--- config.mk ---
export PLATFORM = sky130hd
export DESIGN_NAME = piso_serializer_tx_flat
export DESIGN_NICKNAME = d
export VERILOG_FILES = /design/src/rtl/serial_pkg.sv /design/src/rtl/piso_serializer_tx_if.sv /design/src/rtl/piso_tick_gen.sv /design/src/rtl/piso_serializer_tx.sv /design/src/flat_wrapper.sv
export SDC_FILE = /design/constraint.sdc
export NUM_CORES = 1
export LEC_CHECK = 0
export ABC_AREA = 1
export CELL_PAD_IN_SITES_DETAIL_PLACEMENT = 0
export CELL_PAD_IN_SITES_GLOBAL_PLACEMENT = 2
export CORE_MARGIN = 1
export CORE_UTILIZATION = 26
export DETAILED_ROUTE_END_ITERATION = 12
export PLACE_DENSITY_LB_ADDON = 0.1
export SLEW_MARGIN = 20
export SYNTH_ARGS = -nofsm -noshare
export SYNTH_HDL_FRONTEND = slang
export SYNTH_SLANG_ARGS = --single-unit
--- constraint.sdc ---
create_clock -name Clk -period 1.46 [get_ports Clk]
set_input_delay 0.292 -clock Clk [delete_from_list [all_inputs] [get_ports Clk]]
set_output_delay 0.292 -clock Clk [all_outputs]
set_load 0.005 [all_outputs]
--- src/rtl/serial_pkg.sv ---
// Shared types, defaults and sizing helper for the PISO serializer slice.
package serial_pkg;

  typedef enum logic [1:0] {
    IDLE,
    SHIFT,
    PARITY
  } serialState_e;

  localparam int unsigned DEF_WIDTH   = 4;
  localparam int unsigned DEF_CLK_DIV = 1;

  // max(1, $clog2(n)) so a counter of a single state still has one bit.
  function automatic int unsigned cntWidth(input int unsigned n);
    return (n < 2) ? 1 : $clog2(n);
  endfunction

endpackage

--- src/rtl/piso_serializer_tx_if.sv ---
// Load handshake and serial output bundle between upstream, serializer and downstream SIPO.
interface piso_serializer_tx_if
  import serial_pkg::*;
#(
  parameter int unsigned WIDTH = DEF_WIDTH
);

  logic             LoadValid;
  logic [WIDTH-1:0] LoadData;
  logic             LoadReady;
  logic             ShiftIn;
  logic             ShiftEn;
  logic             Busy;
  logic             Done;

  modport master (
    output LoadValid,
    output LoadData,
    input  LoadReady,
    input  ShiftIn,
    input  ShiftEn,
    input  Busy,
    input  Done
  );

  modport slave (
    input  LoadValid,
    input  LoadData,
    output LoadReady,
    output ShiftIn,
    output ShiftEn,
    output Busy,
    output Done
  );

endinterface

--- src/rtl/piso_tick_gen.sv ---
// Bit-period divider: Tick is high in the last Clk cycle of each CLK_DIV-cycle period while Run.
module piso_tick_gen
  import serial_pkg::*;
#(
  parameter int unsigned CLK_DIV = DEF_CLK_DIV
) (
  input  logic Clk,
  input  logic Reset,
  input  logic Run,
  output logic Tick
);

  localparam int unsigned DivW = cntWidth(CLK_DIV);
  localparam logic [DivW-1:0] LastCnt = DivW'(CLK_DIV - 1);

  logic [DivW-1:0] divCnt;

  // Held at zero while idle so each frame starts on a fresh period.
  always_ff @(posedge Clk or posedge Reset) begin
    if (Reset) begin
      divCnt <= '0;
    end else if (!Run || (divCnt == LastCnt)) begin
      divCnt <= '0;
    end else begin
      divCnt <= divCnt + 1'b1;
    end
  end

  assign Tick = Run && (divCnt == LastCnt);

endmodule

--- src/rtl/piso_serializer_tx.sv ---
// MSB-first parallel-to-serial transmitter feeding a downstream SIPO via ShiftIn/ShiftEn.
// Optional macro SERIAL_PARITY_EN appends one even-parity bit period after the data bits.
module piso_serializer_tx
  import serial_pkg::*;
#(
  parameter int unsigned WIDTH   = DEF_WIDTH,
  parameter int unsigned CLK_DIV = DEF_CLK_DIV
) (
  input  logic                 Clk,
  input  logic                 Reset,
  piso_serializer_tx_if.slave  bus
);

  localparam int unsigned BitW = cntWidth(WIDTH + 1);
  localparam logic [BitW-1:0] LastBit = BitW'(WIDTH - 1);

  serialState_e     state;
  logic [WIDTH-1:0] shiftReg;
  logic [BitW-1:0]  bitCnt;
  logic             busy;
  logic             tick;
  logic             lastData;
`ifdef SERIAL_PARITY_EN
  logic             parityBit;
`endif

  assign busy     = (state != IDLE);
  assign lastData = (state == SHIFT) && (bitCnt == LastBit);

  piso_tick_gen #(
    .CLK_DIV (CLK_DIV)
  ) u_tick_gen (
    .Clk   (Clk),
    .Reset (Reset),
    .Run   (busy),
    .Tick  (tick)
  );

  always_ff @(posedge Clk or posedge Reset) begin
    if (Reset) begin
      state    <= IDLE;
      shiftReg <= '0;
      bitCnt   <= '0;
`ifdef SERIAL_PARITY_EN
      parityBit <= 1'b0;
`endif
    end else begin
      case (state)
        IDLE: begin
          if (bus.LoadValid) begin
            shiftReg <= bus.LoadData;
            bitCnt   <= '0;
            state    <= SHIFT;
`ifdef SERIAL_PARITY_EN
            parityBit <= ^bus.LoadData;
`endif
          end
        end
        SHIFT: begin
          if (tick) begin
            shiftReg <= {shiftReg[WIDTH-2:0], 1'b0};
            bitCnt   <= bitCnt + 1'b1;
            if (lastData) begin
`ifdef SERIAL_PARITY_EN
              state <= PARITY;
`else
              state <= IDLE;
`endif
            end
          end
        end
`ifdef SERIAL_PARITY_EN
        PARITY: begin
          if (tick) begin
            state <= IDLE;
          end
        end
`endif
        default: state <= IDLE;
      endcase
    end
  end

  assign bus.LoadReady = (state == IDLE);
  assign bus.Busy      = busy;
  assign bus.ShiftEn   = tick;

`ifdef SERIAL_PARITY_EN
  assign bus.ShiftIn = (state == SHIFT)  ? shiftReg[WIDTH-1] :
                       (state == PARITY) ? parityBit : 1'b0;
  assign bus.Done    = tick && (state == PARITY);
`else
  assign bus.ShiftIn = (state == SHIFT) && shiftReg[WIDTH-1];
  assign bus.Done    = tick && lastData;
`endif

endmodule

--- src/flat_wrapper.sv ---
// flat-port wrapper written by rule: the top's interface ports become plain ports
module piso_serializer_tx_flat import serial_pkg::*;
#(
  parameter int unsigned WIDTH   = DEF_WIDTH,
  parameter int unsigned CLK_DIV = DEF_CLK_DIV
)
  (Clk, Reset, bus_LoadValid, bus_LoadData, bus_LoadReady, bus_ShiftIn, bus_ShiftEn, bus_Busy, bus_Done);
  piso_serializer_tx_if #(.WIDTH(WIDTH)) bus_i ();
  input  logic Clk;
  input  logic Reset;
  input wire logic [$bits(bus_i.LoadValid)-1:0] bus_LoadValid;
  input wire logic [$bits(bus_i.LoadData)-1:0] bus_LoadData;
  output wire logic [$bits(bus_i.LoadReady)-1:0] bus_LoadReady;
  output wire logic [$bits(bus_i.ShiftIn)-1:0] bus_ShiftIn;
  output wire logic [$bits(bus_i.ShiftEn)-1:0] bus_ShiftEn;
  output wire logic [$bits(bus_i.Busy)-1:0] bus_Busy;
  output wire logic [$bits(bus_i.Done)-1:0] bus_Done;
  assign bus_i.LoadValid = bus_LoadValid;
  assign bus_i.LoadData = bus_LoadData;
  assign bus_LoadReady = bus_i.LoadReady;
  assign bus_ShiftIn = bus_i.ShiftIn;
  assign bus_ShiftEn = bus_i.ShiftEn;
  assign bus_Busy = bus_i.Busy;
  assign bus_Done = bus_i.Done;
  piso_serializer_tx #(.WIDTH(WIDTH), .CLK_DIV(CLK_DIV)) u_core (.Clk(Clk), .Reset(Reset), .bus(bus_i));
endmodule
==> results of run 1 <==
[logic make-up (layout without fill, tap and decap cells)]
| family | count (synthesis) | after routing | synth area share |
|---|---|---|---|
| other | 1 | 1 | 0.00742 |
| adder cells (fa/ha/maj) | 2 | 2 | 0.0495 |
| buffers and inverters | 10 | 32 | 0.109 |
| flip-flops | 9 | 9 | 0.446 |
| AND/OR/NAND/NOR | 37 | 37 | 0.389 |
[per-stage QoR]
stage | setup slack (ns) | setup TNS [ns]
4_1_cts | -0.177 | -0.177
3_5_place_dp | -0.122 | -0.177
2_1_floorplan | 0.314 | 0
3_3_place_gp | -0.117 | -0.197
5_1_grt | -0.0686 | -0.0686
6_report | -0.0121 | -0.0121
[synthesized netlist by cell type]
master   instances  share of area
nand2_1         23           0.17
ha_1             2          0.049
dfrtp_1          9           0.45
inv_8            1          0.022
inv_1            7          0.052
nand3_1          8          0.079
nand2_4          1          0.022
buf_6            1          0.022
nor2_1           2          0.015
nand2_8          2          0.079
conb_1           1         0.0074
inv_4            1          0.012
nor2_4           1          0.022
[repair_timing]
item                                   CTS  global route
setup buffers                            5             0
cloned                                   0             0
endpoints found under the hold margin    0             0
pin swaps                                0             1
setup endpoints to repair                5             2
resized for setup                       14             4
[cells in the final DEF (no fill, tap or decap), types with 2 or more instances in the layout]
cell	count
nand2_8	2
dlygate4sd2_1	3
clkdlybuf4s50_1	6
dfrtp_1	8
nor2_1	2
buf_6	3
buf_4	6
nand2_1	23
clkbuf_4	3
nand3_1	8
inv_1	6
[flip-flops by register name, summed over array words and instances, names as in the netlist]
signal	cells
u_core.bitCnt	3
u_core.u_tick_gen.divCnt	1
u_core.shiftReg	4
u_core.state	1
[power groups by stage]
| stage | clock network [mW] | registers (mW) | logic [mW] |
|---|---|---|---|
| floorplan | 0 | 0.382 | 0.338 |
| global placement | 0 | 0.398 | 0.528 |
| detailed placement | 0 | 0.398 | 0.523 |
| CTS | 0.208 | 0.390 | 0.602 |
| global route | 0.218 | 0.396 | 0.661 |
| finish | 0.196 | 0.388 | 0.578 |
[worst min path at each step]
stage,start,endpoint,slack [ns],cells after the start
2_1_floorplan,Reset,u_core.bitCnt[0]$_DFFE_PP0P_,0.12,1
3_3_place_gp,u_core.shiftReg[0]$_DFFE_PP0P_,u_core.shiftReg[0]$_DFFE_PP0P_,0.49,2
3_5_place_dp,u_core.bitCnt[2]$_DFFE_PP0P_,u_core.bitCnt[2]$_DFFE_PP0P_,0.50,2
4_1_cts,Reset,u_core.bitCnt[1]$_DFFE_PP0P_,0.31,2
5_1_grt,Reset,u_core.bitCnt[1]$_DFFE_PP0P_,0.33,2
6_report,Reset,u_core.shiftReg[1]$_DFFE_PP0P_,0.30,2
[final cells by class]
| class | count | area (µm²) |
|---|---|---|
| clock buffers | 4 | 26.3 |
| fillers | 192 | 1040 |
| inverters | 9 | 43.8 |
| multi-input cells | 40 | 240 |
| flip-flops and latches | 9 | 226 |
| well taps | 25 | 31.3 |
| repair buffers | 19 | 170 |
[layer usage]
metal | vias up | track usage
met5 | - | 0
met4 | 0 | 0.0353
met3 | 0 | 0.0706
met2 | 10 | 0.206
met1 | 183 | 0.141
li1 | 225 | -
[worst max-delay path, delay by kind of cell (launching register included)]
family        cells  cell delay (ns)
fa+ha+maj         2             0.35
buf+inv           2             0.16
flops             1             0.38
simple gates      1             0.04
==> results.json, run 1 <==
{
  "drv_slew": 0,
  "rsz0062_at_grt": "yes",
  "post_dp_cell_area_um2": 673,
  "numCtsBuffers": 3,
  "pwr-share-seq": 0.334,
  "fin_cells": 106,
  "critPathCapture": "bus_Done",
  "fmax_mhz": 679,
  "rr_endpoint": "u_core.shiftReg[3]$_DFFE_PP0P_",
  "root_buffer": "clkbuf_4",
  "violations": "negative setup slack",
  "wl_um": 1030,
  "synth_area_per_cell_um2": 8.57,
  "die_y_um": 46.1,
  "dp_hpwl_um": 742,
  "finClkSkew_ns": 0.00412,
  "wl_met1_um": 471,
  "clock-sinks": 9,
  "drt_pass1_iterations": 3,
  "swShare": 0.366,
  "area_delta_synth_final_pct": 46.0,
  "finalPower_mw": 1.16,
  "crit_required_ns": 1.17,
  "crit_path_start": "u_core.bitCnt[1]$_DFFE_PP0P_",
  "globalplace.congestion": 0.666,
  "powerDensity_nw_per_um2": 1570,
  "worst_slack_ns": -0.0121,
  "die_x_um": 46.1,
  "fin_util": 0.414,
  "r2r_slack_ns": 0.29,
  "fin_nets": 91,
  "power_frac_clock": 0.169,
  "syn-num-nets": 68,
  "grt_max_degree": 10,
  "worstSetupStartpointType": "register",
  "htree_num_levels": 1,
  "syn-instance-count": 59,
  "finalCriticalPeriod_ns": 1.47,
  "tritoncts": "done",
  "crit_arrival_ns": 1.18,
  "max_stage_delay_ns": 0.38,
  "overflow": 0,
  "portBuffers": 11,
  "clkTransAtPathRegs_ns": 0.06,
  "ant_nets": 0,
  "ys_warn_count": 0,
  "drt_iter0_drc": 5,
  "antenna_found_initial": 0,
  "clk_path_buf_depth": 2,
  "grtUsageTotal": 0.126,
  "syn_area_um2": 505,
  "worst_path_max_delay_cell": "dfrtp_1",
  "worstRegToRegCells": 7,
  "postCtsHoldBufs": 0,
  "routed_via_density": 3.94,
  "p_sw_mw": 0.426,
  "grt_pass1_wl_um": 1760,
  "num_vias": 418,
  "dieArea_um2": 2120,
  "ys_types": 13,
  "yosysSeqAreaShare": 0.446,
  "p_comb_frac": 0.497,
  "route.detailed.drc": 0,
  "path_cells": "ha_2 > ha_4 > inv_2 > nor2_4 > clkbuf_2",
  "timing.rr.start": "u_core.state[0]$_DFFE_PP0P_",
  "hold_path_class": "primary input to asynchronous set/reset pin",
  "coreArea_um2": 1780,
  "ys_ff_latch": 9,
  "maxCapViolations": 0,
  "ioPinCount": 12,
  "met2_length_um": 500,
  "outcome": "finished, violations left",
  "rows": 15,
  "end_kind": "output port",
  "highest_layer": "met3",
  "setup_viol": 1,
  "num_antenna_cells": 0,
  "drive_above_1_share": 0.284,
  "crit_type": "register to output port",
  "timing.hold.ws_ns": 0.301,
  "clk-insertion-delay-late_ns": 0.26,
  "p_leak_nw": 0.389,
  "dr_wl_met3_um": 60,
  "wire_per_inst_um": 9.74,
  "fin_crit_sh": 1.01,
  "fin_area_um2": 738,
  "path_max_fanout": 2,
  "dp_cells": 99,
  "initial_core_util": 0.284,
  "ir_drop_uv": 666,
  "internal_power_mw": 0.736,
  "finalHoldViolations": 0,
  "first_global_vias": 428
}
No activity file was read; power rests on OpenSTA's default activity.
==> run 2: changes to the inputs <==
GPL_TIMING_DRIVEN = 0   (was unset)
==> run 2 against run 1 <==
  * The flow still finishes with violations (negative setup slack)
  * Wire length shrank 11%
  * First-iteration DRC count is 60% lower
  * Final cell count down 1.9%
  * Die area stayed put
  * Sequential share of layout area rose by 0.68 points
  * Non-clock buffer count shrank 2
  * Core utilization is 1.1 points lower
  * Sequential power down 1%
  * Fmax decreased by 0.25%
  * Via count decreased by 1.9%
==> results.json, run 2 (synthesis gave the netlist of run 1 again) <==
{
  "path_max_fanout": 2,
  "crit_arrival_ns": 1.18,
  "ant_nets": 0,
  "rows": 15,
  "crit_required_ns": 1.17,
  "finalPower_mw": 1.12,
  "num_vias": 410,
  "drt_pass1_iterations": 4,
  "route.detailed.drc": 0,
  "finalCriticalPeriod_ns": 1.48,
  "numCtsBuffers": 3,
  "end_kind": "output port",
  "hold_path_class": "primary input to asynchronous set/reset pin",
  "clk-insertion-delay-late_ns": 0.26,
  "first_global_vias": 387,
  "initial_core_util": 0.284,
  "drive_above_1_share": 0.253,
  "fin_cells": 104,
  "finClkSkew_ns": 0.00859,
  "postCtsHoldBufs": 0,
  "num_antenna_cells": 0,
  "globalplace.congestion": 0.652,
  "wire_per_inst_um": 8.84,
  "antenna_found_initial": 0,
  "rr_endpoint": "u_core.shiftReg[1]$_DFFE_PP0P_",
  "finalSetupTns_ns": -0.0157,
  "crit_type": "register to output port",
  "drv_slew": 0,
  "rsz0062_at_grt": "yes",
  "fin_crit_sh": 1.01,
  "p_leak_nw": 0.376,
  "path_cells": "ha_2 > ha_4 > inv_2 > nor2_4 > buf_2",
  "clock-sinks": 9,
  "finalHoldViolations": 0,
  "die_y_um": 46.1,
  "fin_nets": 89,
  "dp_hpwl_um": 634,
  "fillers": 195,
  "die_x_um": 46.1,
  "tritoncts": "done",
  "maxCapViolations": 0,
  "r2r_slack_ns": 0.36,
  "coreArea_um2": 1780,
  "timing.rr.start": "u_core.state[0]$_DFFE_PP0P_",
  "powerDensity_nw_per_um2": 1560,
  "root_buffer": "clkbuf_4",
  "dp_cells": 95,
  "dieArea_um2": 2120,
  "setup_viol": 1,
  "grt_pass1_wl_um": 1600,
  "grtUsageTotal": 0.113,
  "portBuffers": 11,
  "pre_cts_ws_ns": -0.151,
  "grt_max_degree": 10,
  "violations": "negative setup slack",
  "fmax_mhz": 678,
  "largest_reg_flops": 4,
  "clkTransAtPathRegs_ns": 0.06,
  "wl_um": 919,
  "htree_num_levels": 1,
  "final_cell_mix": "nand2_1 (23), dfrtp_1 (9), nand3_1 (8)",
  "worstRegToRegCells": 7,
  "outcome": "finished, violations left",
  "worst_slack_ns": -0.0157,
  "reg_top3": "u_core.shiftReg: 4 flops, u_core.bitCnt: 3 flops",
  "max_stage_delay_ns": 0.38,
  "drt_iter0_drc": 2,
  "worst_path_max_delay_cell": "dfrtp_1",
  "clk_path_buf_depth": 2,
  "overflow": 0,
  "timing.hold.ws_ns": 0.293,
  "area_delta_synth_final_pct": 42.1,
  "worstSetupStartpointType": "register",
  "ioPinCount": 12,
  "regMostFlops": "u_core.shiftReg",
  "routed_via_density": 3.94,
  "final_common_cell": "nand2_1",
  "ir_drop_uv": 807
}
[run 2: what timing repair did]
action | CTS | global route
buffers inserted | 5 | 0
pin swaps | 2 | 0
endpoints found under the setup margin | 4 | 3
resized for setup | 12 | 3
[run 2: final cells by class]
type / count / area [µm²] / share of cell area
Multi-Input combinational cell: 40 / 240 / 0.334
Buffer: 1 / 11.3 / 0.0157
Inverter: 9 / 43.8 / 0.0610
Sequential cell: 9 / 225 / 0.314
Timing Repair Buffer: 16 / 140 / 0.195
Clock buffer: 4 / 26.3 / 0.0366
Tap cell: 25 / 31.3 / 0.0436
[run 2: power breakdown]
group / internal, mW / total [mW] / switching (mW)
clock: 0.105 / 0.186 / 0.0809
sequential: 0.337 / 0.383 / 0.0453
combinational: 0.275 / 0.552 / 0.277
[run 2: how the worst max path moves through the flow]
stage / start / to / slack, ns / depth (start not counted)
6_report: u_core.bitCnt[1]$_DFFE_PP0P_ / bus_Done / -0.02 / 5
5_1_grt: u_core.bitCnt[1]$_DFFE_PP0P_ / bus_Done / -0.07 / 5
4_1_cts: u_core.state[0]$_DFFE_PP0P_ / bus_ShiftIn / -0.05 / 5
3_5_place_dp: u_core.bitCnt[0]$_DFFE_PP0P_ / bus_Done / -0.15 / 5
3_3_place_gp: u_core.bitCnt[0]$_DFFE_PP0P_ / bus_Done / -0.15 / 5
2_1_floorplan: u_core.bitCnt[0]$_DFFE_PP0P_ / bus_Done / 0.31 / 4
[run 2: metrics by stage]
stage / instance area (µm²) / utilization
final: 718 / 0.403
after CTS: 712 / 0.399
after floorplan: 505 / -
after global routing: 718 / 0.403
after global placement: 647 / 0.363
after detailed placement: 647 / 0.363
[run 2: metal layers]
| metal | part of all wire | wire [µm] | up-vias | GRT usage |
|---|---|---|---|---|
| li1 | - | - | 222 | - |
| met3 | 0.042 | 39 | 0 | 0.0588 |
| met1 | 0.46 | 424 | 182 | 0.126 |
| met4 | 0 | 0 | 0 | 0.0353 |
| met5 | 0 | 0 | - | 0 |
| met2 | 0.50 | 455 | 6 | 0.186 |
[run 2: worst max-delay path: cells and delay by family (launching register included)]
kind | cells | cell delay, ns
flops | 1 | 0.38
simple gates | 1 | 0.04
buf+inv | 2 | 0.16
fa+ha+maj | 2 | 0.35
